File: src/rtl/booth_mult_seq.sv
// booth_mult_seq: sequential signed Booth multiplier.
// One Booth recoding step per clock. The exact 2*WIDTH-bit signed product is
// presented with a one-cycle done pulse.
//
// Optional macro BOOTH_RADIX4_EN selects modified-Booth radix-4 recoding.
// That mode takes WIDTH/2 steps and needs WIDTH even. Without the macro the
// block uses radix-2 recoding and takes WIDTH steps.
//
// Ports:
//   clk           rising-edge clock
//   rst_n         asynchronous active-low reset
//   start         request; sampled only while idle
//   multiplicand  signed operand A (WIDTH bits), sampled with start
//   multiplier    signed operand B (WIDTH bits), sampled with start
//   busy          high while an operation is in progress
//   done          one-cycle pulse when product is updated
//   product       signed A*B (2*WIDTH bits); holds until the next completion
module booth_mult_seq #(
    parameter int unsigned WIDTH = 8
) (
    input  logic               clk,
    input  logic               rst_n,
    input  logic               start,
    input  logic [WIDTH-1:0]   multiplicand,
    input  logic [WIDTH-1:0]   multiplier,
    output logic               busy,
    output logic               done,
    output logic [2*WIDTH-1:0] product
);

    // Two guard bits keep -2^(W-1) operands and the +-2A radix-4 addend exact.
    localparam int unsigned HW = WIDTH + 2;
`ifdef BOOTH_RADIX4_EN
    localparam int unsigned NSTEP = WIDTH / 2;
`else
    localparam int unsigned NSTEP = WIDTH;
`endif
    localparam int unsigned CW = (NSTEP > 1) ? $clog2(NSTEP) : 1;

    // Parameter legality checks, reported at elaboration.
    if (WIDTH < 4) begin : g_chk_min
        $error("booth_mult_seq: WIDTH must be >= 4");
    end
`ifdef BOOTH_RADIX4_EN
    if ((WIDTH % 2) != 0) begin : g_chk_even
        $error("booth_mult_seq: WIDTH must be even with BOOTH_RADIX4_EN");
    end
`endif

    typedef enum logic {
        IDLE = 1'b0,
        RUN  = 1'b1
    } state_t;

    state_t               state_q, state_nxt;
    logic [HW-1:0]        a_q, a_nxt;
    logic [HW-1:0]        hi_q, hi_nxt;
    logic [WIDTH-1:0]     lo_q, lo_nxt;
    logic                 e_q, e_nxt;
    logic [CW-1:0]        cnt_q, cnt_nxt;
    logic                 busy_q, busy_nxt;
    logic                 done_q, done_nxt;
    logic [2*WIDTH-1:0]   prod_q, prod_nxt;

    logic [HW-1:0]        addend;
    logic [HW-1:0]        sum;
    logic [HW-1:0]        step_hi;
    logic [WIDTH-1:0]     step_lo;
    logic                 step_e;

    // One recoding step: select addend, add into the high half, shift right.
    always_comb begin
        addend  = '0;
`ifdef BOOTH_RADIX4_EN
        case ({lo_q[1], lo_q[0], e_q})
            3'b001, 3'b010: addend = a_q;
            3'b011:         addend = {a_q[HW-2:0], 1'b0};
            3'b100:         addend = -{a_q[HW-2:0], 1'b0};
            3'b101, 3'b110: addend = -a_q;
            default:        addend = '0;
        endcase
        sum     = hi_q + addend;
        step_hi = {{2{sum[HW-1]}}, sum[HW-1:2]};
        step_lo = {sum[1:0], lo_q[WIDTH-1:2]};
        step_e  = lo_q[1];
`else
        case ({lo_q[0], e_q})
            2'b01:   addend = a_q;
            2'b10:   addend = -a_q;
            default: addend = '0;
        endcase
        sum     = hi_q + addend;
        step_hi = {sum[HW-1], sum[HW-1:1]};
        step_lo = {sum[0], lo_q[WIDTH-1:1]};
        step_e  = lo_q[0];
`endif
    end

    // Next-state and registered-output logic.
    always_comb begin
        state_nxt = state_q;
        a_nxt     = a_q;
        hi_nxt    = hi_q;
        lo_nxt    = lo_q;
        e_nxt     = e_q;
        cnt_nxt   = cnt_q;
        busy_nxt  = busy_q;
        done_nxt  = 1'b0;
        prod_nxt  = prod_q;

        case (state_q)
            IDLE: begin
                if (start) begin
                    state_nxt = RUN;
                    a_nxt     = {{2{multiplicand[WIDTH-1]}}, multiplicand};
                    hi_nxt    = '0;
                    lo_nxt    = multiplier;
                    e_nxt     = 1'b0;
                    cnt_nxt   = CW'(NSTEP - 1);
                    busy_nxt  = 1'b1;
                end
            end
            RUN: begin
                hi_nxt = step_hi;
                lo_nxt = step_lo;
                e_nxt  = step_e;
                if (cnt_q == '0) begin
                    state_nxt = IDLE;
                    busy_nxt  = 1'b0;
                    done_nxt  = 1'b1;
                    prod_nxt  = {step_hi[WIDTH-1:0], step_lo};
                end else begin
                    cnt_nxt = cnt_q - CW'(1);
                end
            end
            default: begin
                state_nxt = IDLE;
                busy_nxt  = 1'b0;
            end
        endcase
    end

    // State and datapath registers.
    always_ff @(posedge clk or negedge rst_n) begin
        if (!rst_n) begin
            state_q <= IDLE;
            a_q     <= '0;
            hi_q    <= '0;
            lo_q    <= '0;
            e_q     <= 1'b0;
            cnt_q   <= '0;
            busy_q  <= 1'b0;
            done_q  <= 1'b0;
            prod_q  <= '0;
        end else begin
            state_q <= state_nxt;
            a_q     <= a_nxt;
            hi_q    <= hi_nxt;
            lo_q    <= lo_nxt;
            e_q     <= e_nxt;
            cnt_q   <= cnt_nxt;
            busy_q  <= busy_nxt;
            done_q  <= done_nxt;
            prod_q  <= prod_nxt;
        end
    end

    assign busy    = busy_q;
    assign done    = done_q;
    assign product = prod_q;

endmodule

File: config.mk
export PLATFORM = sky130hd
export DESIGN_NAME = booth_mult_seq
export DESIGN_NICKNAME = d
export VERILOG_FILES = /design/src/rtl/booth_mult_seq.sv
export SDC_FILE = /design/constraint.sdc
export NUM_CORES = 1
export LEC_CHECK = 0
export BUFFER_PORTS_ARGS = -buffer_cell sky130_fd_sc_hd__buf_2
export CAP_MARGIN = 25
export CORE_MARGIN = 8
export CORE_UTILIZATION = 35
export DETAILED_ROUTE_END_ITERATION = 10
export GPL_TIMING_DRIVEN = 0
export PLACE_DENSITY = 0.63
export SETUP_SLACK_MARGIN = 0.02
export SLEW_MARGIN = 20
export SYNTH_ARGS = -nofsm -noshare
export SYNTH_HDL_FRONTEND = slang
export SYNTH_SLANG_ARGS = --single-unit
File: constraint.sdc
create_clock -name clk -period 3.7 [get_ports clk]
set_input_delay 0.74 -clock clk [delete_from_list [all_inputs] [get_ports clk]]
set_output_delay 0.74 -clock clk [all_outputs]
set_load 0.005 [all_outputs]
After elaboration in Yosys (flattened, before gate mapping)
Cells that the tools add are included.

operators by class
  eq/ne operators = 5
  add/subtract/negate cells = 3
  bitwise gates (word level) = 1
  muxes and demuxes = 18
  reduce and logical (&&, ||, !) cells = 5

operators by type and width
  kind                                                                   count
  10-bit case mux with 2 select lines                                    2
  8-bit case mux with 2 select lines                                     1
  10-bit adder                                                           1
  10-bit 2-to-1 mux                                                      1
  10-bit negation                                                        1
  8-bit 2-to-1 mux                                                       1
  2-bit AND reduction                                                    4
  1-bit 2-to-1 mux                                                       7
  3-bit 2-to-1 mux                                                       2
  1-bit case mux with 2 select lines                                     3
  3-bit case mux with 2 select lines                                     1
  2-bit != test, second input constant                                   2
  3-bit logical NOT                                                      1
  3-bit by 1-bit subtractor with 3-bit output, second input constant     1
  2-bit by 1-bit equality test with 1-bit output, second input constant  1
  2-bit equality test, second input constant                             1
  2-bit by 1-bit != test with 1-bit output, second input constant        1
  1-bit NOT                                                              1

word-level totals
  output and inout port bits = 18
  flip-flop bits (word level) = 49
  input bits = 19
  logic and storage cells = 41

Depth between registers and ports, before layout
Gate-level depths: netlist of run 1.

  word-level depth = 4
  mapped depth = 13
  depth with buffers taken out = 12

Worst setup path after synthesis of run 1
No wires, ideal clock.

  path type = register -> register
  start = reg e_q
  end = reg hi_q[8]
  path slack = 1.193 ns
  buffers on the path = 1
  data arrival time = 2.437 ns
  period minus slack after synthesis = 2.507 ns
  stages on the path, launching flop included = 13
  data required time = 3.631 ns
  library setup time = 0.069 ns
  cell sequence = dfrtp_1 > inv_1 > ha_1 > clkbuf_1 > a22oi_1 > or2_2 > inv_1 > ha_1 > a211oi_1 > o21bai_1 > a21o_1 > a2111o_1 > nand3_1

on the way
  longest elaborated chain between the ends = 4
  elaborated cells between the ends (all ways) = 5
  those cells by class = add/sub (1); eq/ne (2); mux (2)

RTL lines
  item                                                                                          RTL line  source
  start: declaration                                                                            59        logic e_q, e_nxt;
  start signal: assignment                                                                      160       e_q <= e_nxt;
  2-bit equality test / 2-bit by 1-bit equality test with 1-bit output (equally long branches)  87        case ({lo_q[0], e_q})
  10-bit case mux with 2 select lines (*)                                                       87
  10-bit adder (*)                                                                              92        sum = hi_q + addend;
  10-bit case mux with 2 select lines (*)                                                       111       case (state_q)
  end signal: assignment                                                                        158       hi_q <= hi_nxt;
  end: declaration                                                                              57        logic [HW-1:0] hi_q, hi_nxt;

Every way passes the cells marked *; elsewhere a longest branch is shown, timed or not.
A chain may end at the register's enable or synchronous reset.

Worst setup path after layout of run 1
  start = reg e_q
  end = reg hi_q[7]

The elaborated chain is that of the path after synthesis.

==> metrics.cfg, run 1 <==
[critical_path]
cp_data_arrival_time_ns=3.15
worstPathRequired_ns=3.88
path_delay_family=adder cells
slowest_delay_ns=0.40
endpoint_kind=register
cp.buffers_inverters=3
worst_setup_path_start_kind=register
cp_cell_sequence=inv_1 > ha_1 > clkbuf_1 > nor2_1 > nor3_1 > ha_1 > inv_1 > fa_1 > nor2b_1 > o31a_1 > o21ai_0 > xor2_1 > o21ai_0
worstPathMaxFanout=10
criticalPathCategory=register to register
crit_slowest_cell=fa_1

[sta]
hold_violations=0
max_freq_ghz=0.337
slew_viol_final=0
whs_ns=0.431
timing.final.crit_share_pct=80.3
setup_tns_ns=0
fin_skew_ns=0.00615
relSlewSlack_pct=52.2
final.min_clock_period_ns=2.97
rsz0062_at_grt=false
setup_violations=0
worst_pin_slew_ns=0.715

[placement]
io_buffers=36
place_area_sq_um=2910
dpl.hpwl_um=4510
routabilityCongestion=0.805

[floorplanning]
die_x_um=102
core_sq_um=7210
die_h_um=102
start_util_pct=35.8
std_cell_rows=31
pin_count=37
die-area_sq_um=10400

[detailed_routing]
first_pass_iters=4
avgViaCountPerCell=5.01
wirelength_um=5890
wl_per_cell_um=14.0
ant_nets=0
drtIter0Drc=49
drcViolationCount=0
num_vias=2115

[status]
run_status=complete, no violations

[clock_network]
max-clock-path-buffers=2
htree_num_levels=2
cts_inserted_buffers=5
cts_resized=0
cts_tree=yes
postCtsHoldBufs=0
postCtsSetupBuffers=0
clk_pin_slew_worst_paths_ns=0.09
clk-insertion-delay-late_ns=0.30
cts_sinks=48
cts_root_buf=clkbuf_8

[pwr]
clkPwrFrac_pct=14.9
p_seq_share_pct=36.4
p_comb_share_pct=48.7
leakage_nw=1.46
p_per_area_nw_per_um2=873
netSwitchingPower_mw=1.10
irDropWorstVdd_uv=335
p_int_mw=1.53
switching_share_pct=41.8

[yosys]
ys_seq_area_share_pct=46.5
netlist_area_sq_um=2580
netlist_instances=278
synthArstFlopShare_pct=100
synth_area_per_cell_sq_um=9.29
synth-seq-cells=48
synth_warnings=0
synth_edf_count=0
synth_fp_nets=312
ys_types=46
synthFlopType=dfrtp_1

[global_route]
grt_antenna_before_repair=0
grt_pass1_wl_um=10100
grt_pass1_vias=2158
grt.overflow.total=0
grt_max_degree=26
grt_usage_pct=12.1

[hold_path]
hp-class=input pin to async pin

[layout]
fin_nets=356
antenna_cells=0
drive_above_1_share_pct=18.0
synthToLayoutAreaGrowth_pct=17.0
final_area_sq_um=3020

[run]
maxCapViolCount=0

[area by class of cell]
cell class / count / area [sq um]
Fill cell: 786 / 4190
Buffer: 11 / 58.8
Multi-Input combinational cell: 205 / 1270
Inverter: 14 / 52.6
Timing Repair Buffer: 37 / 200
Clock buffer: 5 / 68.8
Sequential cell: 48 / 1200
Tap cell: 99 / 124
Clock inverter: 3 / 46.3
[cell families after synthesis]
group | Yosys count | synth area share (%)
AO/OA/AOI/OAI | 70 | 16.8
XOR/XNOR | 8 | 2.71
adder cells (fa/ha/maj) | 15 | 7.55
buffers and inverters | 25 | 4.31
flip-flops | 48 | 46.5
multiplexers | 13 | 5.28
AND/OR/NAND/NOR | 99 | 16.9
[cells in the mapped netlist, drive strengths merged (2+ instances only)]
master / number / area, sq um
a2111o: 2 / 22.5
a21o: 3 / 22.5
a21oi: 12 / 60.1
a22oi: 4 / 30.0
a32oi: 2 / 17.5
and3: 2 / 13.8
buf: 5 / 36.3
clkbuf: 6 / 22.5
dfrtp: 48 / 1200
ha: 14 / 175
inv: 13 / 48.8
mux2: 5 / 56.3
mux2i: 8 / 80.1
nand2: 60 / 225
nand3: 4 / 20.0
nor2: 17 / 63.8
nor2b: 4 / 25.0
nor3: 3 / 15.0
o21a: 3 / 22.5
o21ai: 31 / 155
o31ai: 4 / 30.0
xnor2: 2 / 17.5
xor2: 6 / 52.6
[routing by layer]
metal	share of wire, %	vias to the layer above	global-route usage, %
met4	2.0	0	4.63
met3	4.8	9	3.47
met1	46	1012	14.8
met2	47	41	19.8
met5	0	-	0
li1	-	1053	-
[path summary, 6_finish.rpt]
path | startpoint | endpoint | slack, ns | cells after the start
max | e_q | hi_q[7] | 0.73 | 13
min | rst_n | product[1] | 0.43 | 1
max reg2reg | e_q | hi_q[7] | 0.73 | 13
min reg2reg | cnt_q[0] | cnt_q[0] | 0.47 | 1
max in group asynchronous | rst_n | hi_q[0] | 2.73 | 2
min in group clk | cnt_q[0] | cnt_q[0] | 0.47 | 1
[stage by stage]
step | utilization [%] | worst slack, ns | total power, mW | cells
final | 41.9 | 0.729 | 2.64 | 422
after global routing | 41.9 | 0.373 | 2.93 | 422
after CTS | 41.9 | 0.684 | 2.68 | 422
after detailed placement | 40.3 | 0.694 | 2.28 | 414
after global placement | 40.0 | 0.774 | 2.22 | 413
after floorplan | - | 1.19 | 1.88 | 278
[power groups by stage]
stage / Combinational [mW] / Sequential, mW / Clock (mW)
after floorplan: 0.945 / 0.939 / 0
after global placement: 1.26 / 0.964 / 0
after detailed placement: 1.31 / 0.970 / 0
after CTS: 1.31 / 0.963 / 0.409
after global routing: 1.50 / 1.00 / 0.426
final: 1.28 / 0.961 / 0.394
[state kept, by name, indices dropped and copies added, names as in the netlist]
register / count
state_q: 1
product: 16
hi_q: 9
e_q: 1
busy: 1
a_q: 8
lo_q: 8
done: 1
cnt_q: 3
[cell usage in the layout, fill, tap and decap left out, drive strengths merged, types with 8 or more instances in the layout]
master  count
o21ai      31
nand2      60
inv        14
dfrtp      48
a21oi      12
buf        42
clkbuf     11
nor2       17
ha         14
mux2i       8
Note: power is estimated with default switching activity, not from simulation.
==> run 2: changes to the inputs <==
Settings changed: PLACE_DENSITY 0.63 to 0.65.
Clock period 3.7 ns to 2.45 ns, I/O delays scaled along.
==> run 2 against run 1 <==
Net effect: the flow now finishes with violations (negative setup slack); clock power up 56%; final area rose by 18%; maximum frequency rose by 14%; critical endpoint unchanged; clock-buffer cell count rose by 1.
==> metrics.cfg, run 2 (synthesis gave the netlist of run 1 again) <==
[detailed_routing]
num_vias=2243  ; +6.1%
drcViolationCount=0  ; unchanged
avgViaCountPerCell=5.00  ; -0.33%
first_pass_iters=4  ; unchanged
drtIter0Drc=101  ; +110%
wirelength_um=6850  ; +16%
ant_nets=0  ; unchanged
wl_per_cell_um=15.3  ; +9.4%

[clock_network]
clk_pin_slew_worst_paths_ns=0.10  ; about the same
max-clock-path-buffers=2  ; unchanged
postCtsHoldBufs=0  ; unchanged
cts_sinks=48  ; unchanged
cts_inserted_buffers=5  ; unchanged
cts_root_buf=clkbuf_8
htree_num_levels=2  ; unchanged
clk-insertion-delay-late_ns=0.31  ; about the same
cts_tree=yes

[sta]
final.min_clock_period_ns=2.60  ; -0.374 ns
setup_tns_ns=-0.543  ; -0.543 ns
relSlewSlack_pct=48.7  ; -3.4 points
timing.final.crit_share_pct=106  ; +26 points
setup_violations=5  ; +5
hold_violations=0  ; unchanged
fin_ws_ns=-0.147  ; -0.876 ns
rsz0062_at_grt=true
worst_pin_slew_ns=0.766  ; +0.0509 ns
slew_viol_final=0  ; unchanged
fin_skew_ns=0.0172  ; +0.0110 ns
max_freq_ghz=0.385  ; +14%

[critical_path]
worstPathRequired_ns=2.65  ; -1.23 ns
cp_data_arrival_time_ns=2.80  ; -0.35 ns
crit_top_cell=o21ai_2
r2r_start=a_q[2]
slowest_delay_ns=0.44  ; +0.04 ns
crit_cells=10  ; -3
worstPathMaxFanout=4  ; -6
reg2reg_depth=10  ; -3
cp.buffers_inverters=1  ; -2
r2r_slack_ns=-0.15  ; -0.88 ns
cp_cell_sequence=buf_12 > nor4_4 > and3_4 > o21ai_2 > a21oi_2 > ha_4 > a2111o_1 > o21ai_2 > xor2_2 > o21ai_1
worst_setup_path_start_kind=register
r2r-end=hi_q[7]
path_delay_family=compound AO/OA/AOI/OAI gates
crit_slowest_cell=dfrtp_2
criticalPathCategory=register to register
endpoint_kind=register

[floorplanning]
die_x_um=102  ; unchanged
pin_count=37  ; unchanged
core_sq_um=7210  ; unchanged
start_util_pct=35.8  ; unchanged
std_cell_rows=31  ; unchanged
die_h_um=102  ; unchanged
die-area_sq_um=10400  ; unchanged

[global_route]
grt.overflow.total=0  ; unchanged
grt_pass1_wl_um=11000  ; +9.4%
grt_pass1_vias=2351  ; +8.9%
grt_usage_pct=13.2  ; +1.1 points
grt_max_degree=32  ; +23%
grt_antenna_before_repair=0  ; unchanged

[layout]
largest_reg_flops=16  ; unchanged
fin_nets=383  ; +7.6%
n_fill_cell=659  ; -16%
antenna_cells=0  ; unchanged
synthToLayoutAreaGrowth_pct=37.6
most-common-layout-cells=nand2_1 (60), dfrtp_1 (45), buf_2 (36)
fin_cells=449  ; +6.4%
final_area_sq_um=3550  ; +18%
final_common_cell=nand2_1
drive_above_1_share_pct=37.7  ; +20 points

[pwr]
power.total_mw=5.14  ; +95%
p_per_area_nw_per_um2=1450  ; +66%
leakage_nw=1.63  ; +12%
irDropWorstVdd_uv=701  ; +110%

[status]
violations=negative setup slack
run_status=complete, but fails checks

[hold_path]
hp-class=input pin to async pin

[placement]
dpl.hpwl_um=4500  ; -0.11%
dp_cells=414  ; unchanged
io_buffers=36  ; unchanged
place_area_sq_um=2930  ; +0.86%
routabilityCongestion=0.827  ; +2.7%
dp_slack_ns=-0.347  ; -1.04 ns

[run]
maxCapViolCount=0  ; unchanged

run 2: final cells by class:
| class | instances | area, sq um | share of cell area [%] |
|---|---|---|---|
| sequential | 48 | 1200 | 33.9 |
| clock inverter | 2 | 38.8 | 1.09 |
| tap | 99 | 124 | 3.48 |
| timing repair buffer | 66 | 442 | 12.4 |
| clock buffer | 6 | 82.6 | 2.32 |
| buffer | 9 | 60.1 | 1.69 |
| multi-input combinational | 205 | 1550 | 43.6 |
| inverter | 14 | 52.6 | 1.48 |
run 2: how the worst max path moves through the flow:
stage	start	end	slack [ns]
after global placement	lo_q[0]	hi_q[7]	-0.33
final	a_q[2]	hi_q[7]	-0.15
after floorplan	lo_q[0]	hi_q[8]	0.02
after CTS	a_q[3]	hi_q[7]	-0.09
after global routing	a_q[2]	hi_q[7]	-0.27
after detailed placement	lo_q[0]	hi_q[7]	-0.35
run 2: what timing repair did:
item | CTS | global route
gates cloned | 1 | 0
setup buffers | 18 | 10
resized for setup | 41 | 32
setup endpoints to repair | 13 | 9
pin swaps | 12 | 27
run 2: power by group:
group / switching [mW] / total [mW] / internal, mW
Combinational: 1.51 / 3.02 / 1.51
Sequential: 0.331 / 1.51 / 1.18
Clock: 0.280 / 0.614 / 0.334
Total: 2.12 / 5.14 / 3.02
run 2: stage by stage:
step	utilization (%)	hold WS (ns)
finish	49.3	0.100
global placement	40.4	0.454
detailed placement	40.7	0.446
global route	49.3	0.128
floorplan	-	0.194
CTS	46.7	0.112
run 2: worst reg2reg max path, delay by kind of cell (launching register included):
kind,cells,cell delay [ns]
fa+ha+maj,1,0.25
buf+inv,1,0.14
compound gates,5,0.93
simple gates,2,0.53
xor+xnor,1,0.20
flops,1,0.44
run 2: per-layer routing:
layer / GRT usage [%] / vias to the layer above / share of wire, %
met2: 24.0 / 41 / 51
met3: 3.34 / 8 / 3.8
met5: 0 / - / 0
met4: 3.61 / 0 / 0.93
met1: 15.0 / 1089 / 44
li1: - / 1105 / -
==> run 3: changes to the inputs <==
Settings changed: PLACE_DENSITY 0.65 to 0.61.
Clock period 2.45 ns to 2.35 ns, I/O delays scaled along.
==> run 3 against run 2 <==
Net effect: the flow still finishes with violations (negative setup slack); flip-flop and latch count unchanged; highest routed layer unchanged; final area decreased by 3.3%; wire length decreased by 7.3%.
==> metrics.cfg, run 3 (synthesis gave the netlist of run 1 again) <==
[status]
run_status=complete, but fails checks
violations=negative setup slack

[layout]
synthToLayoutAreaGrowth_pct=33.1
final_common_cell=nand2_1
largest_reg_flops=16  ; unchanged
drive_above_1_share_pct=36.3  ; -1.4 points
fin_nets=383  ; unchanged
most-common-layout-cells=nand2_1 (60), dfrtp_1 (43), buf_2 (36)
n_fill_cell=699  ; +6.1%
antenna_cells=0  ; unchanged

[pwr]
p_seq_share_pct=31.4  ; +2.1 points
p_comb_share_pct=58.1  ; -0.6 points
irDropWorstVdd_uv=457  ; -35%
power.total_mw=4.93  ; -4.1%
p_per_area_nw_per_um2=1430  ; -0.81%
p_int_mw=2.86  ; -5.0%
leakage_nw=1.61  ; -1.4%
netSwitchingPower_mw=2.06  ; -2.7%
switching_share_pct=41.9  ; +0.58 points
clkPwrFrac_pct=10.5  ; -1.4 points

[floorplanning]
pin_count=37  ; unchanged
start_util_pct=35.8  ; unchanged
die-area_sq_um=10400  ; unchanged
std_cell_rows=31  ; unchanged
die_x_um=102  ; unchanged
core_sq_um=7210  ; unchanged
die_h_um=102  ; unchanged

[placement]
dpl.hpwl_um=4400  ; -2.2%
dp_slack_ns=-0.301  ; +0.0460 ns
io_buffers=36  ; unchanged
routabilityCongestion=0.778  ; -5.9%

[critical_path]
r2r_slack_ns=-0.16  ; -0.02 ns
slowest_delay_ns=0.46  ; +0.02 ns
endpoint_kind=register
reg2reg_depth=10  ; unchanged
worstPathMaxFanout=4  ; unchanged
criticalPathCategory=register to register
r2r-end=hi_q[7]
cp_cell_sequence=nor4_4 > nand2_1 > xor2_1 > a22oi_1 > nor2_2 > ha_4 > a2111o_1 > o21ai_2 > xor2_2 > o21ai_1
worstPathRequired_ns=2.54  ; -0.11 ns
cp_data_arrival_time_ns=2.70  ; -0.10 ns
r2r_start=a_q[3]
worst_setup_path_start_kind=register
crit_slowest_cell=dfrtp_2

[clock_network]
clk_pin_slew_worst_paths_ns=0.10  ; about the same
cts_sinks=48  ; unchanged
cts_tree=yes
clk-insertion-delay-late_ns=0.31  ; about the same
cts_inserted_buffers=5  ; unchanged
htree_num_levels=2  ; unchanged
cts_root_buf=clkbuf_8
max-clock-path-buffers=2  ; unchanged

[sta]
worst_pin_slew_ns=0.735  ; -0.0307 ns
fin_skew_ns=0.0103  ; -0.00689 ns
fin_ws_ns=-0.163  ; -0.0160 ns
slew_viol_final=0  ; unchanged
relSlewSlack_pct=51.0  ; +2.2 points
rsz0062_at_grt=true
whs_ns=0.213  ; +0.113 ns
final.min_clock_period_ns=2.51  ; -0.0840 ns
setup_violations=9  ; +4
hold_violations=0  ; unchanged
timing.final.crit_share_pct=107  ; +0.93 points
max_freq_ghz=0.398  ; +3.3%

[detailed_routing]
num_vias=2203  ; -1.8%
drtIter0Drc=88  ; -13%
ant_nets=0  ; unchanged
wirelength_um=6350  ; -7.3%
drcViolationCount=0  ; unchanged
first_pass_iters=4  ; unchanged
wl_per_cell_um=14.1  ; -7.3%
avgViaCountPerCell=4.91  ; -1.8%

[global_route]
grt_max_degree=30  ; -6.3%
grt_usage_pct=13.0  ; -0.26 points
grt_pass1_wl_um=10800  ; -2.0%
grt_pass1_vias=2293  ; -2.5%
grt.overflow.total=0  ; unchanged
grt_antenna_before_repair=0  ; unchanged

[hold_path]
hp-class=input pin to async pin

[run]
maxCapViolCount=0  ; unchanged

-- run 3: changes by cell type in the layout (fill, tap and decap cells not counted), moves of 2 or more --
cell	previous run	this run
dfrtp_2	3	5
o21ai_1	7	5
ha_1	4	7
buf_12	2	0
o21ai_0	21	24
ha_4	9	6
buf_6	5	3
buf_4	24	28
dfrtp_1	45	43
-- run 3: what timing repair did --
item / CTS / global route
gates resized for setup: 28 / 18
setup buffers: 22 / 8
hold buffers: 0 / 0
pin swaps: 21 / 21
endpoints found under the setup margin: 11 / 11
-- run 3: power by group through the flow --
| stage | Combinational, mW | Clock [mW] | Sequential [mW] |
|---|---|---|---|
| after floorplan | 1.61 | 0 | 1.50 |
| after global placement | 2.12 | 0 | 1.54 |
| after CTS | 2.67 | 0.529 | 1.54 |
| after detailed placement | 2.18 | 0 | 1.55 |
| final | 2.86 | 0.519 | 1.55 |
| after global routing | 3.21 | 0.561 | 1.61 |
-- run 3: metrics by stage --
step,instance area [sq um],cells,util (%),setup TNS [ns]
2_1_floorplan,2650,278,-,0
3_3_place_gp,2960,413,41.0,-2.02
3_5_place_dp,2990,414,41.4,-2.07
4_1_cts,3330,442,46.2,-0.875
5_1_grt,3440,449,47.7,-2.39
6_report,3440,449,47.7,-0.919
-- run 3: layout make-up --
class,instances,area [sq um],share of cell area (%)
plain buffers,9,60.1,1.75
clock buffers,5,68.8,2.00
clock inverters,3,21.3,0.619
inverters,14,52.6,1.53
multi-input cells,205,1480,42.9
flip-flops and latches,48,1210,35.1
well taps,99,124,3.60
repair buffers,66,429,12.5
-- run 3: per-layer routing --
layer  share of wire (%)  vias up  GRT usage, %
li1                    -     1096             -
met4                 1.6        0          4.18
met2                  48       49          21.8
met1                  46     1049          16.0
met3                 4.6        9          3.00
met5                   0        -             0
-- run 3: how the worst max path moves through the flow --
stage / depth (start not counted) / start / slack [ns] / to
finish: 10 / a_q[3] / -0.16 / hi_q[7]
global route: 10 / a_q[5] / -0.31 / hi_q[7]
CTS: 10 / a_q[2] / -0.19 / hi_q[7]
detailed placement: 12 / lo_q[0] / -0.30 / hi_q[7]
global placement: 12 / lo_q[0] / -0.29 / hi_q[7]
floorplan: 9 / a_q[5] / 0.02 / product[15]
-- run 3: critical path, delay by kind of cell, from the launching register on --
kind,cells,cell delay [ns]
AO/OA/AOI/OAI,4,0.84
AND/OR/NAND/NOR,3,0.57
flip-flops,1,0.46
XOR/XNOR,2,0.35
adder cells (fa/ha/maj),1,0.18
